## config.mk

```make
export PLATFORM = sky130hd
export DESIGN_NAME = mem_stage
export DESIGN_NICKNAME = d
export VERILOG_FILES = /design/src/rtl/mem_stage.sv
export SDC_FILE = /design/constraint.sdc
export NUM_CORES = 1
export LEC_CHECK = 0
export BUFFER_PORTS_ARGS = -buffer_cell sky130_fd_sc_hd__buf_2
export CAP_MARGIN = 10
export CORE_ASPECT_RATIO = 1.25
export CORE_UTILIZATION = 47
export DETAILED_ROUTE_END_ITERATION = 10
export PLACE_DENSITY_LB_ADDON = 0.25
export SETUP_SLACK_MARGIN = 0.4
export SLEW_MARGIN = 20
export SYNTH_ARGS = -nofsm -noshare
export SYNTH_HDL_FRONTEND = slang
export SYNTH_SLANG_ARGS = --single-unit
```

## constraint.sdc

```tcl
create_clock -name clk -period 2.7 [get_ports clk]
set_input_delay 0.135 -clock clk [delete_from_list [all_inputs] [get_ports clk]]
set_output_delay 0.135 -clock clk [all_outputs]
set_load 0.02 [all_outputs]
```

## src/rtl/mem_stage.sv

```systemverilog
// MEM pipeline stage: registers the EX/MEM bus and holds loads until the data-RAM response is in hand and WB takes them.
// Non-loads leave after one cycle; loads leave on the response cycle or later, stalling EX via MEM_allow_in meanwhile.
module mem_stage #(
    parameter int EX_TO_MEM_BUS_WD = 80,
    parameter int MEM_TO_WB_BUS_WD = 111,
    parameter int MEM_TO_BY_BUS_WD = 39
) (
    input  logic                        clk,
    input  logic                        reset,
    input  logic [EX_TO_MEM_BUS_WD-1:0] EX_to_MEM_bus,
    input  logic                        EX_to_MEM_valid,
    output logic                        MEM_allow_in,
    input  logic                        data_rsp_valid,
    input  logic [31:0]                 data_rsp_rdata,
    output logic [MEM_TO_WB_BUS_WD-1:0] MEM_to_WB_bus,
    output logic                        MEM_to_WB_valid,
    input  logic                        WB_allow_in,
    output logic [MEM_TO_BY_BUS_WD-1:0] MEM_to_BY_bus
);

    typedef struct packed {
        logic [2:0]  valid_stage;
        logic        rf_w_en;
        logic        sel_rf_w_data;
        logic        sel_data_ram_wd;
        logic [3:0]  b_en;
        logic        is_load;
        logic [4:0]  w_addr;
        logic [31:0] alu_result;
        logic [31:0] pc;
    } ex_mem_t;

    typedef struct packed {
        logic [2:0]  valid_stage;
        logic        rf_w_en;
        logic        sel_rf_w_data;
        logic        sel_data_ram_wd;
        logic [3:0]  b_en;
        logic [31:0] r_data;
        logic [4:0]  w_addr;
        logic [31:0] alu_result;
        logic [31:0] pc;
    } mem_wb_t;

    typedef struct packed {
        logic [4:0]  w_addr;
        logic [31:0] w_data;
        logic        data_valid;
        logic        rf_w_en;
    } mem_by_t;

    typedef enum logic [1:0] {
        S_IDLE = 2'd0,
        S_WAIT = 2'd1,
        S_HAVE = 2'd2
    } state_e;

    ex_mem_t     ex_bus;
    ex_mem_t     bus_q, bus_d;
    logic        mem_valid_q, mem_valid_d;
    state_e      state_q, state_d;
    logic [31:0] rdata_buf_q, rdata_buf_d;

    logic        rsp_hit;
    logic        ready_go;
    logic        allow_in;
    logic        accept;
    logic        load_accept;
    logic        handoff;
    logic [31:0] r_data;
    logic        word_load;
    mem_wb_t     wb_bus;
    mem_by_t     by_bus;

    assign ex_bus = EX_to_MEM_bus;

    // A response only counts while a load is actually waiting for it.
    assign rsp_hit  = (state_q == S_WAIT) & data_rsp_valid;
    assign ready_go = ~bus_q.is_load | rsp_hit | (state_q == S_HAVE);
    assign allow_in = ~mem_valid_q | (ready_go & WB_allow_in);
    assign handoff  = mem_valid_q & ready_go & WB_allow_in;

    assign accept      = EX_to_MEM_valid & allow_in;
    assign load_accept = accept & ex_bus.is_load;

    always_comb begin
        mem_valid_d = mem_valid_q;
        bus_d       = bus_q;
        rdata_buf_d = rdata_buf_q;
        if (allow_in) begin
            mem_valid_d = EX_to_MEM_valid;
        end
        if (accept) begin
            bus_d = ex_bus;
        end
        if (rsp_hit) begin
            rdata_buf_d = data_rsp_rdata;
        end
    end

    always_comb begin
        state_d = state_q;
        case (state_q)
            S_IDLE: begin
                if (load_accept) begin
                    state_d = S_WAIT;
                end
            end
            S_WAIT: begin
                if (data_rsp_valid) begin
                    if (WB_allow_in) begin
                        state_d = load_accept ? S_WAIT : S_IDLE;
                    end else begin
                        state_d = S_HAVE;
                    end
                end
            end
            S_HAVE: begin
                if (WB_allow_in) begin
                    state_d = load_accept ? S_WAIT : S_IDLE;
                end
            end
            default: state_d = S_IDLE;
        endcase
    end

    always_ff @(posedge clk or negedge reset) begin
        if (!reset) begin
            mem_valid_q <= 1'b0;
            state_q     <= S_IDLE;
            bus_q       <= '0;
            rdata_buf_q <= '0;
        end else begin
            mem_valid_q <= mem_valid_d;
            state_q     <= state_d;
            bus_q       <= bus_d;
            rdata_buf_q <= rdata_buf_d;
        end
    end

    // Forward the response combinationally so a load can leave in its response cycle.
    always_comb begin
        r_data = 32'h0;
        if (bus_q.is_load) begin
            r_data = rsp_hit ? data_rsp_rdata : rdata_buf_q;
        end
    end

    always_comb begin
        wb_bus                 = '0;
        wb_bus.valid_stage     = bus_q.valid_stage;
        wb_bus.rf_w_en         = bus_q.rf_w_en;
        wb_bus.sel_rf_w_data   = bus_q.sel_rf_w_data;
        wb_bus.sel_data_ram_wd = bus_q.sel_data_ram_wd;
        wb_bus.b_en            = bus_q.b_en;
        wb_bus.r_data          = r_data;
        wb_bus.w_addr          = bus_q.w_addr;
        wb_bus.alu_result      = bus_q.alu_result;
        wb_bus.pc              = bus_q.pc;
    end

    // Sub-word loads are realigned in WB, so their raw word is not yet bypassable.
    assign word_load = bus_q.is_load & (bus_q.b_en == 4'b1111);

    always_comb begin
        by_bus            = '0;
        by_bus.w_addr     = bus_q.w_addr;
        by_bus.w_data     = bus_q.is_load ? r_data : bus_q.alu_result;
        by_bus.data_valid = mem_valid_q & ready_go
                          & (bus_q.valid_stage[1] | bus_q.valid_stage[2])
                          & (~bus_q.is_load | word_load);
        by_bus.rf_w_en    = bus_q.rf_w_en;
    end

    assign MEM_allow_in    = allow_in;
    assign MEM_to_WB_valid = mem_valid_q & ready_go;
    assign MEM_to_WB_bus   = wb_bus;
    assign MEM_to_BY_bus   = by_bus;

    logic unused_handoff;
    assign unused_handoff = handoff;

endmodule

```

==> impl_summary.md, run 1 <==
Pwr
The static leakage is 4.03 nW. The net switching power is 4.57 mW. Sequential cells account for 29.4% of the total power. Of the total power, combinational logic draws 49.9%. The clock network is responsible for 20.7% of the overall power.

In this run switching power makes up 43.6% of total power. Dividing total power by cell area gives a power density of 1310 mW/mm^2. The cell internal power dissipation is 5.92 mW. The worst ir drop on vdd is 900 uV.

Yosys
The synthesized design contains 0 enable-type register cells. The share of the synthesized area in the top cell type is 51.8%. The fraction of synthesized area in multiplexers is 22.0%.

The post-synthesis instance total is 485. After synthesis, the largest family of logic cells by area is multiplexers. In this run the cell area of the synthesized design comes to 0.00556 mm^2. Synthesis produced a netlist with a net count of 602. The sequential share of the synthesized area is 51.8%. The share of the synthesized netlist area taken by xor and xnor gates is 0%. The number of different library cells used by synthesis comes to 22.

The synthesized netlist devotes 0% of its cell area to adder and majority cells. During synthesis, Yosys emitted a total of 0 warnings. Sorting the synthesized cells by area gives the leading types as sky130_fd_sc_hd__dfrtp_1 52%, sky130_fd_sc_hd__mux2_2 15%, sky130_fd_sc_hd__buf_4 12%. Averaged over all synthesized cells, the footprint is 11.5 um^2. The area fraction in and, or, nand and nor cells after synthesis is 5.25%. The async set-or-reset flop fraction in the synthesized netlist is 100%. Summing the areas of all compound-gate instances in the mapped netlist gives 4.39% of the synthesized area. Of all cell types, the one taking the most synthesized area is sky130_fd_sc_hd__dfrtp_1. The main flop type after synthesis is sky130_fd_sc_hd__dfrtp_1. In this run, synthesis produced a sequential element count of 115.

Final layout
Cells with a size suffix above 1 make up 48.6% of the layout. The synthesis-to-layout area growth is 44.4%. The final design area excluding fillers is 0.00803 mm^2. The most frequent standard cell in the layout excluding fill and tap cells is sky130_fd_sc_hd__buf_2.

The library cells used most frequently in the layout, excluding fill and tap cells, are 267 x sky130_fd_sc_hd__buf_2, 114 x sky130_fd_sc_hd__dfrtp_1, 106 x sky130_fd_sc_hd__dlygate4sd3_1, 72 x sky130_fd_sc_hd__mux2_2, 67 x sky130_fd_sc_hd__nor2_1. At the end of the flow, the number of nets in the layout was 894. The antenna diode count is 0. Leaving out filler cells and counting taps, the final layout contains 928.

In the final layout, flip-flops and latches occupy 0.00288 mm^2. The area of the multi-input gates is 0.00177 mm^2. The number of fillers in the final layout is 850.

Status
The flow ran to the end, and the final reports show no timing, DRC or antenna violations.

STA
On the final layout, the worst hold slack is 11.7 ps. Setup repair after global routing could not meet its margin everywhere. The maximum clock skew at final layout is 8.53 ps.

Based on the critical path, the design can be clocked at up to 452 MHz. In this run the tightest slew margin relative to its limit is 44.7%. For the pin with the worst max-slew slack, the measured transition is 829 ps. The share of the cycle needed by the critical path after routing is 81.9%. The worst path meets setup with 490 ps of slack. The final hold violation count was 0. The number of pins exceeding their max-slew limit in the final report is 0. Setup violations remaining at the end of the flow were counted as 0. The worst path needs 2210 ps of the cycle, external delays included. Adding up every negative setup slack in the final design gives 0 ps.

Worst setup path
STA classifies the critical path endpoint as an output pin. The top fanout value on the critical path is 20. The sort of element at the start of the critical path is a flop. The type of the worst setup path is reg -> out.

The critical path data arrival time is 2080 ps. For the worst setup path, the data required time is 2570 ps.

Floorplan
The floorplan step set the die height to 124 um. The horizontal die dimension is 99.3 um. Once the floorplan was initialized, standard cells occupied 48.1% of the core. The core region is 0.0116 mm^2. The total die area is 0.0123 mm^2. 269 I/O pins were placed. The floorplan row count is 44.

Global routing
Entering global routing, the biggest net connects 69 pins. The number of antenna violations at the first check in global routing is 0. The total overflow left after global routing is 0. The first global-routing pass estimated 20.6 mm of wire. The global-route usage over all layers is 21.9%.

The number of global-route vias before repair was 4280.

Route
The number of vias per cell is 4.70. The average routed wire per standard cell is 14.5 um. The via count of the routed design is 4360.

In the routed design, unresolved DRC markers number 0. The number of detailed-route iterations in the first pass is 5. The DRC violation total after the first TritonRoute iteration is 124. The total routed wirelength is 13.4 mm. The final antenna-violating net count is 0.

Clock network
The number of sinks driven by the clock tree is 115. The TritonCTS clock tree is built. The number of buffers added by the clock tree synthesis step is 17. The cell at the root of the clock tree is sky130_fd_sc_hd__clkbuf_16.

Clock-pin slew was measured on the worst setup and hold paths at 50 ps. The clock tree buffer depth is 2. CTS built an H-tree with a depth of 4. The insertion delay to the later sink of the worst-skew pair is 410 ps.

Placement
The total placed cells including tap cells is 790. Routability-driven placement finished with a final weighted congestion of 0.773. The port buffer count is 268. The instance area at placement is 0.00636 mm^2.

Detailed placement finished with a half-perimeter wire length of 8.78 mm. At the placement stage, the worst setup path has a slack of 828 ps.

Min path
The tightest min-delay check is of the in -> reg type.

Flow run
The number of violations of the max-capacitance limit is 0.
## stage by stage
stage,total power [mW],util (%)
after detailed placement,8.18,55.0
after global placement,8.06,55.0
after floorplan,7.35,-
after CTS,10.5,69.2
final,10.5,69.4
after global routing,11.2,69.4
## kinds of logic (layout without fill, tap and decap cells)
family                 Yosys count  count (layout)
AO/OA/AOI/OAI                   42              42
multiplexers                   112             112
flip-flops                     115             115
buffers and inverters          143             448
AND/OR/NAND/NOR                 73              73
## metal layers
metal	track usage, %	vias up	routed length, um
li1	-	2095	-
met1	24.4	2058	5220
met2	39.1	178	7100
met3	6.73	29	811
met4	8.73	0	306
met5	0	-	0
## synthesized netlist by cell type (2+ instances only)
cell type	instances
sky130_fd_sc_hd__a21oi_1	34
sky130_fd_sc_hd__buf_2	3
sky130_fd_sc_hd__buf_4	86
sky130_fd_sc_hd__buf_6	8
sky130_fd_sc_hd__clkbuf_1	11
sky130_fd_sc_hd__dfrtp_1	115
sky130_fd_sc_hd__inv_1	35
sky130_fd_sc_hd__mux2_1	8
sky130_fd_sc_hd__mux2_2	72
sky130_fd_sc_hd__mux2i_1	32
sky130_fd_sc_hd__nand2b_1	2
sky130_fd_sc_hd__nor2_1	67
sky130_fd_sc_hd__o21ai_0	3
## path summary, 6_finish.rpt
check / endpoint / slack [ps] / startpoint / cells after the start
worst max-delay path: MEM_to_BY_bus[27] / 490 / state_q[1]$_DFFE_PN0P_ / 5
worst min-delay path: rdata_buf_q[3]$_DFF_PN0_ / 10 / data_rsp_rdata[3] / 3
worst max register to register: MEM_to_WB_bus[42]$_DFFE_PN0N_ / 790 / state_q[0]$_DFFE_PN0P_ / 4
worst min register to register: rdata_buf_q[11]$_DFF_PN0_ / 500 / rdata_buf_q[11]$_DFF_PN0_ / 2
max in group asynchronous: rdata_buf_q[1]$_DFF_PN0_ / 1530 / reset / 3
min in group asynchronous: MEM_to_WB_bus[19]$_DFFE_PN0N_ / 390 / reset / 2
## power groups by stage
stage | clock network [mW] | registers (mW) | logic, mW
after floorplan | 0 | 2.94 | 4.41
after global placement | 0 | 3.04 | 5.02
after detailed placement | 0 | 3.10 | 5.09
after CTS | 2.22 | 3.07 | 5.21
after global routing | 2.31 | 3.19 | 5.66
final | 2.17 | 3.09 | 5.23
## worst max-delay path, cell delays in order (launching register included)
cell and delay, ps:
sky130_fd_sc_hd__dfrtp_1 410, sky130_fd_sc_hd__and3b_2 310, sky130_fd_sc_hd__buf_6 270, sky130_fd_sc_hd__mux2i_1 360
sky130_fd_sc_hd__a21oi_1 130, sky130_fd_sc_hd__buf_2 190
## timing repair
item,4_1_cts,5_1_grt
endpoints found under the hold margin,169,1
endpoints found under the setup margin,0,57
hold buffers,105,1
resized for setup,0,5
buffers inserted,0,0
## flip-flops by register name, summed over array words and instances (netlist names)
signal,cells
bus_q,1
MEM_to_WB_bus,73
rdata_buf_q,32
mem_valid_q,1
MEM_to_BY_bus,6
state_q,2
## cell type report
| cell class | count | area share [%] |
|---|---|---|
| flip-flops and latches | 115 | 35.9 |
| well taps | 138 | 2.15 |
| repair buffers | 381 | 31.1 |
| multi-input cells | 227 | 22.0 |
| clock inverters | 15 | 1.98 |
| inverters | 35 | 1.64 |
| clock buffers | 17 | 5.30 |
No activity file was read; power rests on OpenSTA's default activity.
==> run 2: changes to the inputs <==
ABC_AREA = 1   (was unset)
CORE_UTILIZATION = 42   (was 47)
clock period = 1.8 ns   (was 2.7 ns; I/O delays follow)
==> impl_summary.md, run 2 <==
STA
The post-layout minimum cycle time is 1900 ps. The transition at the pin with the smallest max-transition slack is 624 ps (-205 ps). The worst hold margin is 60.4 ps (+48.7 ps). The share of the cycle needed by the critical path after routing is 106%. The total setup violations reported at the end of the flow is 60 (+60).

The number of pins exceeding their max-slew limit in the final report was 0 (unchanged). The final hold violation count came to 0 (unchanged). For this run, the top clock speed supported by timing is 526 MHz. The minimum setup slack in the final design came to -103 ps (-593 ps). The maximum clock skew at final layout was 6.79 ps (-1.73 ps). The headroom to the max-slew limit is 58.4% (+14 points). Setup repair after global routing could not meet its margin everywhere.

Worst setup path
The type of element capturing the critical path is an output pin. The critical path data arrival time is 1810 ps (-270 ps). In this design, the critical path's most frequently occurring cell is sky130_fd_sc_hd__nand2_2. The stage delay of the slowest cell on the critical path is 420 ps (about the same). The slowest stage of the critical path is the sky130_fd_sc_hd__dfrtp_1 cell. The critical path data required time is 1710 ps (-860 ps).

The endpoint of the most critical register-to-register path is MEM_to_WB_bus[1]$_DFFE_PN0N_. The type of the worst setup path is reg -> out. The worst register-to-register path begins at state_q[1]$_DFFE_PN0P_. The critical path goes through inv_2 > nand3_4 > inv_8 > clkbuf_16 > nand2_1 > nand2_2 > nand2_2 > nand2_2 > buf_6. The logic depth of the worst register-to-register path was 11 (+7). The register-to-register setup slack came to 80 ps (-710 ps). The sort of element at the start of the critical path is a flop.

The top fanout value on the critical path is 8 (-60%).

Clock network
The number of buffers added by the clock tree synthesis step is 17 (unchanged). The number of H-tree levels is 4 (unchanged). The insertion delay to the later sink of the worst-skew pair is 410 ps (about the same). The number of sinks driven by the clock tree came to 115 (unchanged). TritonCTS built the clock tree. The clock tree buffer depth is 2 (unchanged).

The clock input transition at the sequential cells of the worst setup and hold paths came to 50 ps (about the same). The cell at the root of the clock tree is sky130_fd_sc_hd__clkbuf_16.

Route
The DRC violation total after the first TritonRoute iteration is 369 (+200%). The number of vias per cell is 4.95 (+5.4%). The total routed wirelength is 22.7 mm (+69%). The number of detailed-route iterations in the first pass came to 5 (unchanged). The average routed wire per standard cell is 17.9 um (+23%). The via count of the routed design is 6279 (+44%). The remaining design rule violation count is 0 (unchanged). The final antenna-violating net count is 0 (unchanged).

Yosys
The sequential share of the synthesized area is 51.5% (-0.30 points). The count of cell types in the netlist was 20 (-9.1%). The count of yosys warnings during synthesis was 0 (unchanged). The register bit count reported by yosys came to 115 (unchanged). Ranked by total cell area, the synthesized netlist is headed by sky130_fd_sc_hd__dfrtp_1 51%, sky130_fd_sc_hd__nand2_1 29%, sky130_fd_sc_hd__buf_4 12%. The post-synthesis instance total was 721 (+49%). The share of the synthesized area in the top cell type was 51.5% (-0.30 points).

The most area-hungry cell type in the Yosys netlist is sky130_fd_sc_hd__dfrtp_1. The main flop type after synthesis is sky130_fd_sc_hd__dfrtp_1. The number of synthesized flops with an enable pin is 0 (unchanged).

The net count of the mapped netlist came to 838 (+39%). The async set-or-reset flop fraction in the synthesized netlist is 100% (unchanged). The average instance area after synthesis was 7.75 um^2 (-32%). By count the netlist is led by 436 x sky130_fd_sc_hd__nand2_1, 115 x sky130_fd_sc_hd__dfrtp_1, 86 x sky130_fd_sc_hd__buf_4.

The most instantiated library cell after synthesis is sky130_fd_sc_hd__nand2_1. The netlist area before placement is 0.00559 mm^2 (+0.59%).

Min path
The worst hold path terminates at state_q[0]$_DFFE_PN0P_. In this run the most critical hold path is launched from data_rsp_valid. The cell depth of the worst hold path came to 3 (unchanged). The classification of the worst-slack hold path is in -> reg.

Final layout
The most frequent standard cell in the layout excluding fill and tap cells is sky130_fd_sc_hd__nand2_1. The top cell types in the final layout, fill and taps aside, are 205 x sky130_fd_sc_hd__nand2_1, 200 x sky130_fd_sc_hd__buf_2, 186 x sky130_fd_sc_hd__nand2_2, 114 x sky130_fd_sc_hd__dfrtp_1, 113 x sky130_fd_sc_hd__dlygate4sd3_1. The fraction of layout instances using a drive strength above 1 is 59.0% (+10 points). The number of nets in the final layout is 1203 (+35%). Relative to the synthesized area, the layout overhead comes to 88.1%. The number of flip-flops under the largest register name is 73 (unchanged).

The number of fillers in the final layout was 706 (-17%). The end-of-flow core utilization is 81.9% (+13 points).

Floorplan
The total die area came to 0.0138 mm^2 (+12%). The core area was 0.0128 mm^2 (+11%). The number of placed I/O pins was 269 (unchanged).

The starting density of the core is 43.6% (-4.5 points). The floorplan row count is 46 (+4.5%). The horizontal die dimension is 105 um (+6.0%). The vertical die dimension is 131 um (+6.0%).

Global routing
The total overflow reported by the global router is 0 (unchanged). The global-route wire length before repair is 28.8 mm (+40%). The pin count of the biggest net entering global routing was 116 (+68%). The global-route usage over all layers is 27.3% (+5.4 points). The number of global-route vias before repair is 5765 (+35%).

The number of antenna violations at the first check in global routing came to 1 (+1).

Placement
The half-perimeter wire length after detailed placement is 10.5 mm (+19%). The port buffer count is 268 (unchanged). The global placer's final weighted congestion was 0.805 (+4.1%).

Status
The flow ran to the end, but the final reports show violations. The checks that failed: negative setup slack.

Flow run
The number of violations of the max-capacitance limit was 0 (unchanged).

Pwr
The worst ir drop on vdd was 1060 uV (+18%). The cell area power density was 1890 mW/mm^2 (+45%). The static leakage came to 5.85 nW (+45%).
run 2: cell count changes after synthesis, sizes merged, moves of 13 or more:
| cell | change |
|---|---|
| a21oi | -33 |
| buf | +13 |
| mux2 | -80 |
| mux2i | -32 |
| nand2 | +437 |
| nor2 | -65 |
run 2: repair_timing:
item | 4_1_cts | 5_1_grt
setup endpoints to repair | 148 | 149
hold buffers | 113 | 0
pin swaps | 2 | 93
resized for setup | 193 | 303
buffers inserted | 13 | 30
hold endpoints to repair | 227 | 0
gates cloned | 12 | 9
run 2: cell families after synthesis:
group,share of synthesized area [%]
AND/OR/NAND/NOR,30.4
flip-flops,51.5
buffers and inverters,17.5
AO/OA/AOI/OAI,0.604
run 2: how the worst max path moves through the flow:
| stage | from | to | slack, ps | depth (start not counted) |
|---|---|---|---|---|
| 2_1_floorplan | state_q[1]$_DFFE_PN0P_ | MEM_to_WB_bus[49]$_DFFE_PN0N_ | 410 | 10 |
| 3_3_place_gp | state_q[1]$_DFFE_PN0P_ | MEM_to_WB_bus[37]$_DFFE_PN0N_ | 290 | 10 |
| 3_5_place_dp | state_q[1]$_DFFE_PN0P_ | MEM_to_WB_bus[35]$_DFFE_PN0N_ | 220 | 10 |
| 4_1_cts | state_q[1]$_DFFE_PN0P_ | MEM_to_BY_bus[1] | -40 | 9 |
| 5_1_grt | state_q[1]$_DFFE_PN0P_ | MEM_to_BY_bus[22] | -190 | 9 |
| 6_report | state_q[1]$_DFFE_PN0P_ | MEM_to_BY_bus[22] | -100 | 9 |
run 2: report_power, final:
| part | leakage (nW) | switching [mW] | internal [mW] | total, mW |
|---|---|---|---|---|
| clock | 0.268 | 1.21 | 2.07 | 3.28 |
| combinational | 4.17 | 6.70 | 5.08 | 11.8 |
| sequential | 1.42 | 0.992 | 3.83 | 4.83 |
| total | 5.85 | 8.90 | 11.0 | 19.9 |
run 2: per-layer routing:
metal | wire length (um) | vias to the layer above | global-route usage (%)
li1 | - | 2801 | -
met1 | 7770 | 3040 | 30.5
met2 | 12400 | 353 | 49.5
met3 | 1550 | 85 | 7.49
met4 | 989 | 0 | 11.0
met5 | 0 | - | 0
run 2: critical path, delay by kind of cell (launching register included):
| family | cells | cell delay, ps |
|---|---|---|
| AND/OR/NAND/NOR | 5 | 470 |
| buffers and inverters | 4 | 510 |
| flip-flops | 1 | 420 |
run 2: metrics by stage:
step	instance area [um^2]	setup slack [ps]	total power, mW	cells	setup TNS (ps)
CTS	9210	-41.8	17.3	1228	-339
global route	10500	-187	20.8	1268	-7560
global placement	6510	294	11.7	1058	0
floorplan	5600	410	10.4	721	0
finish	10500	-103	19.9	1268	-2380
detailed placement	6510	222	11.8	1058	0
run 2: layout make-up:
| cell class | instances | area (um^2) | share of cell area, % |
|---|---|---|---|
| diodes | 1 | 2.50 | 0.0238 |
| inverters | 41 | 174 | 1.65 |
| flip-flops and latches | 115 | 2880 | 27.4 |
| multi-input cells | 452 | 2620 | 24.9 |
| repair inverters | 3 | 41.3 | 0.393 |
| repair buffers | 456 | 4010 | 38.1 |
| clock inverters | 12 | 134 | 1.27 |
| clock buffers | 20 | 447 | 4.25 |
| well taps | 168 | 210 | 2.00 |
==> run 3: changes to the inputs <==
SETUP_SLACK_MARGIN = unset   (was 0.4)
==> impl_summary.md, run 3 (synthesized netlist as in run 2, its figures left out) <==
STA
The transition at the pin with the smallest max-transition slack is 418 ps (-207 ps). The share of the cycle needed by the critical path after routing is 104% (-2.0 points). The total negative slack was -468 ps (+1910 ps). The total setup violations reported at the end of the flow is 21 (-65%). Setup repair after global routing could not meet its margin everywhere. The maximum achievable frequency is 536 MHz (+2.0%). The headroom to the max-slew limit is 72.1% (+14 points). The number of pins exceeding their max-slew limit in the final report came to 0 (unchanged).

The final hold violation count came to 0 (unchanged). The maximum clock skew at final layout is 8.30 ps (+1.51 ps). The minimum setup slack in the final design is -65.9 ps (+36.8 ps).

The post-layout minimum cycle time was 1870 ps (-36.8 ps).

Floorplan
The number of placed I/O pins is 269 (unchanged). The starting density of the core is 43.6% (unchanged). The total die area is 0.0138 mm^2 (unchanged). The floorplan row count is 46 (unchanged). The horizontal die dimension is 105 um (unchanged). The vertical die dimension was 131 um (unchanged).

The core area came to 0.0128 mm^2 (unchanged).

Final layout
The synthesis-to-layout area growth is 68.4%. The count of placed standard cells in the final layout, fillers left out is 1240 (-2.2%). The number of flip-flops under the largest register name was 73 (unchanged). Leaving out fill and tap cells, the most frequent cell in the layout is sky130_fd_sc_hd__nand2_1. The fraction of layout instances using a drive strength above 1 came to 47.9% (-11 points). The antenna diode count is 0 (-1).

In the layout the commonest cells are 315 x sky130_fd_sc_hd__nand2_1, 202 x sky130_fd_sc_hd__buf_2, 115 x sky130_fd_sc_hd__nand2_2, 114 x sky130_fd_sc_hd__dfrtp_1, 113 x sky130_fd_sc_hd__dlygate4sd3_1. The number of nets in the final layout is 1176 (-2.2%).

Route
The total routed wirelength is 19.7 mm (-13%). The length of routed met2 wiring is 10.4 mm (-16%). The uppermost signal routing layer after detailed routing is met4. The via count of the routed design came to 5894 (-6.1%). The wire length the detailed router placed on met1 came to 7.39 mm (-4.9%). The number of vias per cell is 4.75 (-4.0%). The number of detailed-route iterations in the first pass is 5 (unchanged). The final antenna-violating net count is 0 (unchanged). The remaining design rule violation count is 0 (unchanged). The average routed wire per standard cell came to 15.9 um (-11%). The DRC violation total after the first TritonRoute iteration is 316 (-14%). The met3 layer wire length in the routed design is 1.23 mm (-21%).

Min path
In this run the most critical hold path is launched from WB_allow_in. The cell depth of the worst hold path is 4 (+1). The tightest min-delay check is of the in -> reg type. The path with the worst hold slack has its endpoint at mem_valid_q$_DFFE_PN0N_.

Clock network
The number of buffers added by the clock tree synthesis step is 17 (unchanged). The number of H-tree levels is 4 (unchanged). The cell at the root of the clock tree is sky130_fd_sc_hd__clkbuf_16. The insertion delay to the later sink of the worst-skew pair is 410 ps (about the same).

The clock input transition at the sequential cells of the worst setup and hold paths came to 50 ps (about the same). The number of sinks driven by the clock tree was 115 (unchanged). TritonCTS built the clock tree. The clock tree buffer depth is 2 (unchanged).

Flow run
The number of violations of the max-capacitance limit is 0 (unchanged).

Placement
The total placed cells including tap cells is 1056 (-0.19%). The port buffer count is 268 (unchanged). The half-perimeter wire length after detailed placement was 10.2 mm (-2.6%). The global placer's final weighted congestion came to 0.756 (-6.0%).

Worst setup path
The worst setup path is captured at an output pin. The top fanout value on the critical path is 8 (unchanged). The type of the worst setup path is reg -> out. The critical path data arrival time was 1780 ps (-30 ps).

The launch point of the worst reg-to-reg path is state_q[1]$_DFFE_PN0P_. The register-to-register setup slack came to 10 ps (-70 ps). The sort of element at the start of the critical path is a flop. The worst register-to-register path ends at rdata_buf_q[30]$_DFF_PN0_. The critical path data required time is 1710 ps (about the same). The logic depth of the worst register-to-register path is 12 (+1).

Pwr
The post-layout total power is 18.2 mW (-8.4%). The static leakage is 5.34 nW (-8.8%). The cell area power density came to 1940 mW/mm^2 (+2.4%). The worst ir drop on vdd is 937 uV (-12%).

Global routing
The number of global-route vias before repair was 5460 (-5.3%). The global-route wire length before repair is 26.8 mm (-6.8%). The pin count of the biggest net entering global routing came to 51 (-56%).

The global-route usage over all layers is 25.3% (-2.0 points). The total overflow reported by the global router is 0 (unchanged). The number of antenna violations at the first check in global routing is 0 (-1).

Status
The flow ran to the end, but the final reports show violations. The checks that failed: negative setup slack.
[run 3: how the worst max path moves through the flow]
stage / start / endpoint / slack [ps] / cells past startpoint
CTS: state_q[1]$_DFFE_PN0P_ / MEM_to_BY_bus[21] / -20 / 10
finish: state_q[1]$_DFFE_PN0P_ / MEM_to_WB_bus[85] / -70 / 10
detailed placement: state_q[0]$_DFFE_PN0P_ / MEM_to_WB_bus[38]$_DFFE_PN0N_ / 50 / 9
floorplan: state_q[1]$_DFFE_PN0P_ / MEM_to_BY_bus[1] / 350 / 7
global route: state_q[1]$_DFFE_PN0P_ / MEM_to_WB_bus[85] / -110 / 10
global placement: state_q[1]$_DFFE_PN0P_ / MEM_to_WB_bus[69] / 150 / 10
[run 3: where the power goes]
part | internal, mW | leakage, nW | total [mW] | switching [mW]
Sequential | 3.83 | 1.42 | 4.63 | 0.802
Combinational | 4.14 | 3.64 | 10.1 | 5.98
Clock | 2.18 | 0.282 | 3.47 | 1.28
[run 3: layer usage]
layer,global-route usage [%],up-vias
li1,-,2739
met1,29.0,2785
met2,45.9,308
met3,6.25,62
met4,9.20,0
met5,0,-
[run 3: final cells by class]
| type | count | area (um^2) |
|---|---|---|
| clock buffer | 17 | 425 |
| tap | 168 | 210 |
| timing repair buffer | 433 | 3450 |
| fill | 889 | 3420 |
| clock inverter | 15 | 185 |
| inverter | 41 | 174 |
| multi-input combinational | 451 | 2090 |
| sequential | 115 | 2880 |
[run 3: timing repair]
| action | 4_1_cts | 5_1_grt |
|---|---|---|
| endpoints found under the hold margin | 138 | 0 |
| buffers inserted | 12 | 23 |
| gates resized for setup | 127 | 184 |
| hold buffers | 113 | 0 |
| pin swaps | 6 | 46 |
| gates cloned | 2 | 2 |
| setup endpoints to repair | 64 | 116 |
[run 3: worst max-delay path, stage by stage (launching register included)]
cell                        delay [ps]
sky130_fd_sc_hd__dfrtp_1           380
sky130_fd_sc_hd__inv_2              80
sky130_fd_sc_hd__nand3_4            70
sky130_fd_sc_hd__buf_8             130
sky130_fd_sc_hd__clkinv_8           70
sky130_fd_sc_hd__clkbuf_16         170
sky130_fd_sc_hd__nand2_2            60
sky130_fd_sc_hd__nand2_2            90
sky130_fd_sc_hd__nand2_2            80
sky130_fd_sc_hd__inv_2             100
sky130_fd_sc_hd__buf_6             120
[run 3: per-stage QoR]
stage	util (%)	cell area [um^2]	hold slack (ps)	setup WS, ps
floorplan	-	5590	-206	346
finish	73.3	9410	28.9	-65.9
global placement	50.6	6500	50.4	150
global route	73.3	9410	46.2	-113
detailed placement	50.6	6500	54.2	54.8
CTS	68.1	8730	14.4	-20.2
